$ cat src/rtl/fifo_pkg.sv
// rtl/fifo_pkg.sv - shared constants, width helpers and read-mode enum for sync_fifo_param
//
// Contents:
//   DEF_DATA_W, DEF_DEPTH  default word width and entry count
//   ptr_width(depth)       pointer width, $clog2(depth)
//   count_width(depth)     occupancy width, one bit wider so DEPTH itself fits
//   read_mode_e / READ_MODE  REG_OUT (registered dout) or FWFT; FWFT when
//                          FIFO_FWFT_EN is defined
package fifo_pkg;

    localparam int DEF_DATA_W = 8;
    localparam int DEF_DEPTH  = 16;

    function automatic int ptr_width(input int depth);
        return $clog2(depth);
    endfunction

    function automatic int count_width(input int depth);
        return $clog2(depth) + 1;
    endfunction

    typedef enum logic {
        REG_OUT = 1'b0,
        FWFT    = 1'b1
    } read_mode_e;

`ifdef FIFO_FWFT_EN
    localparam read_mode_e READ_MODE = FWFT;
`else
    localparam read_mode_e READ_MODE = REG_OUT;
`endif

endpackage

$ cat src/rtl/fifo_mem_2p.sv
// rtl/fifo_mem_2p.sv - simple dual-port DATA_W x DEPTH storage array for sync_fifo_param
//
// Optional feature macro: FIFO_FWFT_EN (asynchronous read port when defined).
//
// Ports:
//   clk    in   clock, rising edge
//   rst    in   synchronous active-low reset; clears only the registered read data
//   we     in   write enable
//   waddr  in   write address
//   wdata  in   write data
//   re     in   read enable (registered mode only)
//   raddr  in   read address
//   rdata  out  read data: registered (1-cycle latency) by default,
//               combinational mem[raddr] under FIFO_FWFT_EN
module fifo_mem_2p #(
    parameter int DATA_W = 8,
    parameter int DEPTH  = 16,
    parameter int AW     = 4
) (
    input  logic              clk,
    input  logic              rst,
    input  logic              we,
    input  logic [AW-1:0]     waddr,
    input  logic [DATA_W-1:0] wdata,
    input  logic              re,
    input  logic [AW-1:0]     raddr,
    output logic [DATA_W-1:0] rdata
);

    // Storage is deliberately not reset so it can map onto RAM.
    logic [DATA_W-1:0] mem [DEPTH];

    always_ff @(posedge clk) begin
        if (we) begin
            mem[waddr] <= wdata;
        end
    end

`ifdef FIFO_FWFT_EN
    // Head word is presented directly; reset and read enable play no part.
    assign rdata = mem[raddr];

    logic unused_ok;
    assign unused_ok = &{1'b0, rst, re};
`else
    always_ff @(posedge clk) begin
        if (!rst) begin
            rdata <= '0;
        end else if (re) begin
            rdata <= mem[raddr];
        end
    end
`endif

endmodule

$ cat src/rtl/sync_fifo_param.sv
// rtl/sync_fifo_param.sv - parametrised single-clock FIFO with level flags, count and error pulses
//
// Optional feature macro: FIFO_FWFT_EN (first-word-fall-through dout, 0 read latency).
//
// Ports:
//   clk           in   clock, rising edge
//   rst           in   synchronous active-low reset
//   wr            in   write request
//   rd            in   read request (pop acknowledge in FWFT mode)
//   din           in   write data
//   dout          out  read data
//   full          out  count == DEPTH
//   empty         out  count == 0
//   almost_full   out  count >= AF_LEVEL
//   almost_empty  out  count <= AE_LEVEL
//   count         out  current occupancy
//   overflow      out  one-cycle pulse after a write while full
//   underflow     out  one-cycle pulse after a read while empty
module sync_fifo_param
    import fifo_pkg::*;
#(
    parameter int DATA_W   = DEF_DATA_W,
    parameter int DEPTH    = DEF_DEPTH,     // power of two, >= 4
    parameter int AF_LEVEL = DEPTH - 2,
    parameter int AE_LEVEL = 2
) (
    input  logic                          clk,
    input  logic                          rst,
    input  logic                          wr,
    input  logic                          rd,
    input  logic [DATA_W-1:0]             din,
    output logic [DATA_W-1:0]             dout,
    output logic                          full,
    output logic                          empty,
    output logic                          almost_full,
    output logic                          almost_empty,
    output logic [count_width(DEPTH)-1:0] count,
    output logic                          overflow,
    output logic                          underflow
);

    localparam int AW = ptr_width(DEPTH);
    localparam int CW = count_width(DEPTH);

    localparam logic [AW-1:0] PTR_ONE  = AW'(1);
    localparam logic [CW-1:0] CNT_ONE  = CW'(1);
    localparam logic [CW-1:0] FULL_CNT = CW'(DEPTH);
    localparam logic [CW-1:0] AF_CNT   = CW'(AF_LEVEL);
    localparam logic [CW-1:0] AE_CNT   = CW'(AE_LEVEL);

    logic [AW-1:0] wptr;
    logic [AW-1:0] rptr;
    logic          wr_ok;
    logic          rd_ok;

    // Flags decode only the registered count, so they never glitch mid-cycle.
    assign full         = (count == FULL_CNT);
    assign empty        = (count == '0);
    assign almost_full  = (count >= AF_CNT);
    assign almost_empty = (count <= AE_CNT);

    // Acceptance looks at this cycle's flags only: a same-cycle read does not
    // make room for a write at full, nor does a write feed a read at empty.
    assign wr_ok = wr & ~full;
    assign rd_ok = rd & ~empty;

    always_ff @(posedge clk) begin
        if (!rst) begin
            wptr      <= '0;
            rptr      <= '0;
            count     <= '0;
            overflow  <= 1'b0;
            underflow <= 1'b0;
        end else begin
            overflow  <= wr & full;
            underflow <= rd & empty;
            if (wr_ok) begin
                wptr <= wptr + PTR_ONE;
            end
            if (rd_ok) begin
                rptr <= rptr + PTR_ONE;
            end
            case ({wr_ok, rd_ok})
                2'b10:   count <= count + CNT_ONE;
                2'b01:   count <= count - CNT_ONE;
                default: count <= count;
            endcase
        end
    end

    // Reset wins over a write in the same cycle, so the array is not touched.
    fifo_mem_2p #(
        .DATA_W (DATA_W),
        .DEPTH  (DEPTH),
        .AW     (AW)
    ) u_mem (
        .clk   (clk),
        .rst   (rst),
        .we    (wr_ok & rst),
        .waddr (wptr),
        .wdata (din),
        .re    (rd_ok),
        .raddr (rptr),
        .rdata (dout)
    );

    a_count_range: assert property (@(posedge clk) disable iff (!rst) count <= FULL_CNT);
    a_flag_excl:   assert property (@(posedge clk) disable iff (!rst) !(full && empty));

endmodule
$ cat config.mk
export PLATFORM = sky130hd
export DESIGN_NAME = sync_fifo_param
export DESIGN_NICKNAME = d
export VERILOG_FILES = /design/src/rtl/fifo_pkg.sv /design/src/rtl/fifo_mem_2p.sv /design/src/rtl/sync_fifo_param.sv
export SDC_FILE = /design/constraint.sdc
export NUM_CORES = 1
export LEC_CHECK = 0
export ABC_AREA = 1
export CAP_MARGIN = 0
export CORE_MARGIN = 1.5
export CORE_UTILIZATION = 54
export DETAILED_ROUTE_END_ITERATION = 12
export PLACE_DENSITY = 0.85
export SYNTH_ARGS = -nofsm -noshare
export SYNTH_HDL_FRONTEND = slang
export SYNTH_HIERARCHICAL = 1
export SYNTH_SLANG_ARGS = --single-unit
$ cat constraint.sdc
create_clock -name clk -period 4.2 [get_ports clk]
set_input_delay 0.42 -clock clk [delete_from_list [all_inputs] [get_ports clk]]
set_output_delay 0.42 -clock clk [all_outputs]
set_load 0.02 [all_outputs]
# Yosys cells after proc, flatten, opt, wreduce, memory -nomap -nowiden
# Memories as Yosys holds them, arrays and structs flattened. A register that Yosys moved wholly into a read port is not among the register bits.
# Cells that the tools add are included.
[totals]
ff_bits = 15
mem_bits_rw = 128
input_bits = 12
elab_cells = 28
n_memories = 1
[memory_table]
columns = ["name", "words", "word_bits", "read_ports", "rd_clocked_by_memory_dff", "write_ports", "line_no", "rtl"]
rows = [
  ["u_mem.mem", 16, 8, 1, 1, 1, "fifo_mem_2p.sv:31", "logic [DATA_W-1:0] mem [DEPTH];"],
]
[classes]
addsub = 4
order_cmp = 2
n_eq_ne = 3
muxes = 3
n_bitwise = 7
reduce_logical = 3
[op_table]
columns = ["operator", "count"]
rows = [
  ["case mux 5 bit (2 select lines)", 1],
  ["adder 4 x 1 -> 4 bit (second input constant)", 2],
  ["adder 5 x 1 -> 5 bit (second input constant)", 1],
  ["bitwise AND 1 bit", 5],
  ["== test 5 bit (second input constant)", 1],
  ["greater-or-equal comparator 5 x 4 -> 1 bit (second input constant)", 1],
  ["<= comparator 5 x 2 -> 1 bit (second input constant)", 1],
  ["logical NOT 5 bit", 1],
  ["subtractor 5 x 1 -> 5 bit (second input constant)", 1],
  ["== test 2 x 1 -> 1 bit (second input constant)", 1],
  ["== test 2 bit (second input constant)", 1],
  ["2-to-1 mux 1 bit", 2],
  ["NOT 1 bit", 2],
  ["nonzero test 2 bit", 1],
  ["logical NOT 1 bit", 1],
]

# Longest topological paths before layout
[depth]
depth_word = 6
depth_mapped = 13
depth_no_buf = 13

# Hierarchy
# The synthesis kept the hierarchy.
[by_module_without_submodules]
columns = ["module", "instances", "cells_per_inst", "area_each_um2"]
rows = [
  ["fifo_mem_2p", 1, 492, 5576.6],
  ["sync_fifo_param", 1, 121, 885.8],
]

# Worst setup path before layout
# Ideal clock, no wire load.
[synth_path]
path_kind = "reg-to-reg"
start = "reg count[1]"
end = "reg count[3]"
setup_ns = 0.109
arrival_ns = 1.873
path_slack_ns = 2.218
path_stages_with_launch = 13
n_path_buf = 0
path_cell_list = "dfxtp_1 nor2_4 nand3_4 nand2_4 inv_2 ha_1 ha_1 a21oi_1 nand2_1 nand2_1 nand3_1 nand2_1 inv_1"
[synth_between]
elab_chain_len = 5
elab_cells_between_ends = 12
cone_classes = "add/sub: 2; eq/ne: 3; mux: 1; bitwise: 4; reduce/logical: 2"
[synth_lines]
columns = ["item", "line_no", "rtl"]
rows = [
  ["from (decl)", "sync_fifo_param.sv:37", "output logic [count_width(DEPTH)-1:0] count,"],
  ["from (signal assigned)", "sync_fifo_param.sv:84", "2'b10: count <= count + CNT_ONE;"],
  ["from (signal assigned)", "sync_fifo_param.sv:85", "2'b01: count <= count - CNT_ONE;"],
  ["from (signal assigned)", "sync_fifo_param.sv:86", "default: count <= count;"],
  ["logical NOT 5 bit *", "sync_fifo_param.sv:58", "assign empty = (count == '0);"],
  ["NOT 1 bit *", "sync_fifo_param.sv:65", "assign rd_ok = rd & ~empty;"],
  ["bitwise AND 1 bit *", "sync_fifo_param.sv:65", ""],
  ["via rd_ok", "sync_fifo_param.sv:54", "logic rd_ok;"],
  ["== test 2 x 1 -> 1 bit or == test 2 bit (tied branches)", "sync_fifo_param.sv:83", "case ({wr_ok, rd_ok})"],
  ["case mux 5 bit (2 select lines) or nonzero test 2 bit (tied branches)", "--", ""],
]
# The timed path passes the listed nets; every way through them passes the cells marked *.
# A chain may end at the register's enable or synchronous reset.

# Final worst setup path
# Ends and elaborated chain as after synthesis.

==> run summary <==
slew at the pin closest to its max-slew limit: 1050 ps
syn nets: 632
final core utilization: 63.6%
Synth Register Bits: 151
Endpoint, Worst Hold: u_mem/rdata[5]
commonest cells after routing, fill and taps aside: 195 x nand2_1, 128 x edfxtp_1, 117 x nand3_1, 55 x nor2_1, 31 x inv_1
Hold-fix buffers, CTS: 0
Post-CTS Setup Bufs: 0
Gate Count Post-Synth: 613
Post-CTS Resized: 0
FF-to-FF Start: count[1]
FP Rows: 39
crit end category: flop
Root Driver: clkbuf_16
Hold WC Path Type: reg -> reg
DR WL/cell: 18.8 µm
antenna-violating nets left: 0
die height: 112 µm
number of buffers and inverters on the critical path: 2
via count: 4663
clock sink total: 151
FF-to-FF setup slack: 1890 ps
# setup viols final: 0
maximum vdd drop: 0.396 mV
most used cell, CP: nand2_1
Slew Viols, Final: 0
Achievable Freq: 0.432 GHz
status: finished, violations left
R2R cell count: 12
register area share after synthesis: 66.6%
cell chain of the critical path: nor2_4 -> nand3_4 -> nand2_4 -> inv_2 -> ha_1 -> ha_1 -> a21oi_1 -> nand2_1 -> nand2_1 -> nand3_1 -> nand2_1 -> inv_1
pin count of the biggest net entering global routing: 68
clk_lat worst skew: 420 ps
Post-Syn Area: 6460 µm²
Max-Slew Margin vs Limit: 29.9%
CTS tree: done
critical path's slowest cell: dfxtp_1
Final Hold Fails: 0
first-pass GRT wire length: 23.2 mm
cts bufs inserted: 17
core area: 11600 µm²
vias in the first global route: 4356
Iter 0 DRT Violations: 678
commonest non-fill, non-tap cell in the layout: nand2_1
maxcap violations: 0
# nets final: 656
Total GRT Usage: 24.8%
worst hold stages: 4
Period minus WS final: 2310 ps
static leakage: 0.00285 µW
Hold Startpoint: u_mem/rdata[5]
syn_area_per_cell: 10.5 µm²
IO Port Bufs: 30
Startpoint Class: flop
Design Area, Final: 7350 µm²
CP Max Fanout: 19
CP required: 4520 ps
power per cell area: 630 nW/µm²
failing checks: design-rule violations
setup TNS: 0 ps
Post-DP Area: 6750 µm²
clock skew: 8.47 ps
synthesis-to-finish area growth: 13.8%
CP delay by family, top: adder cells
CP max stage delay: 510 ps
DR pass1 iterations: 12
layout cells sized above 1: 7.38%
Fill cells: 833
Inserted Diodes: 0
# H-tree levels: 4
clock slew at reported path FFs: 60 ps
period utilization: 55.1%
worst path arrival time: 2640 ps
Avg Vias per Cell: 5.88
Initial Util: 55.9%
Yosys warning total: 6
GPL Wtd Cong: 0.916
die area: 12600 µm²
CTS max path bufs: 2
reg2reg end: count[3]
initial antenna violation count: 0
die span in x: 112 µm
GRT overflow: 0
Synth cell types: 23
WL final: 14.9 mm
RSZ-0062 raised after global routing: no
io pins: 31
CP Class: reg -> reg
post-detail-place hpwl: 9.19 mm
DR DRC count: 2
==> state kept, by name (all words and copies together), names as in the netlist <==
name / flops
u_mem/rdata: 8
wptr: 4
overflow: 1
rptr: 4
u_mem/mem: 128
underflow: 1
count: 5
==> synthesized netlist by cell type <==
cell,number,area share (%)
a21oi_2,1,0.14
nand2_2,1,0.097
inv_2,5,0.29
nor2_1,55,3.2
nand2_4,2,0.35
a21oi_1,5,0.39
buf_4,4,0.46
o21ai_1,2,0.15
dfxtp_1,23,7.1
o21ai_0,4,0.31
xor2_1,4,0.54
nand2_1,195,11
clkbuf_1,1,0.058
buf_2,12,0.93
ha_1,6,1.2
nand4_1,2,0.19
inv_1,31,1.8
fa_1,1,0.31
edfxtp_1,128,59
nand3_1,117,9.1
nand3_4,2,0.54
nor2_4,2,0.35
buf_6,10,1.7
==> report_power, final <==
part | internal (µW) | switching [µW]
sequential | 1710 | 83.5
combinational | 445 | 857
clock | 937 | 601
==> final cells by class <==
class | count | area, µm² | area share [%]
clock inverter | 15 | 176 | 2.40
inverter | 36 | 135 | 1.84
tap | 143 | 179 | 2.43
sequential | 151 | 4310 | 58.6
multi-input combinational | 399 | 1820 | 24.7
clock buffer | 17 | 425 | 5.79
timing repair buffer | 32 | 315 | 4.29
==> worst max path at each step <==
stage | startpoint | endpoint | slack, ps | cells past startpoint
final | count[1] | count[3] | 1890 | 12
after global routing | count[1] | count[3] | 1650 | 12
after CTS | count[1] | count[3] | 1890 | 12
after detailed placement | rd | count[3] | 1580 | 11
after global placement | rd | count[3] | 1640 | 11
after floorplan | count[1] | count[3] | 2220 | 12
==> worst reg2reg max path: cells and delay by family (launching register included) <==
kind	cells	cell delay (ps)
AO/OA/AOI/OAI	1	200
adder cells (fa/ha/maj)	2	690
buffers and inverters	2	300
flip-flops	1	510
AND/OR/NAND/NOR	7	510
==> per-stage QoR <==
step / worst slack [ps] / std cells / hold slack [ps] / total power, µW
after floorplan: 2220 / 613 / 487 / 2740
after global placement: 1640 / 761 / 538 / 3040
after detailed placement: 1580 / 761 / 545 / 3090
after CTS: 1890 / 793 / 556 / 4630
after global routing: 1650 / 793 / 591 / 4850
final: 1890 / 793 / 552 / 4630
==> metal layers <==
layer	GRT usage [%]	wire length, µm	vias up
met3	6.59	1490	41
met2	39.2	7160	276
met1	33.2	5870	2230
li1	-	-	2116
met4	9.62	365	0
met5	0	0	-
==> kinds of logic after synthesis <==
group                    share of synthesized area (%)
AO/OA/AOI/OAI                                    0.987
XOR/XNOR                                         0.542
adder cells (fa/ha/maj)                           1.47
buffers and inverters                             5.29
flip-flops                                        66.6
AND/OR/NAND/NOR                                   25.1
(Power assumes the default switching activity.)
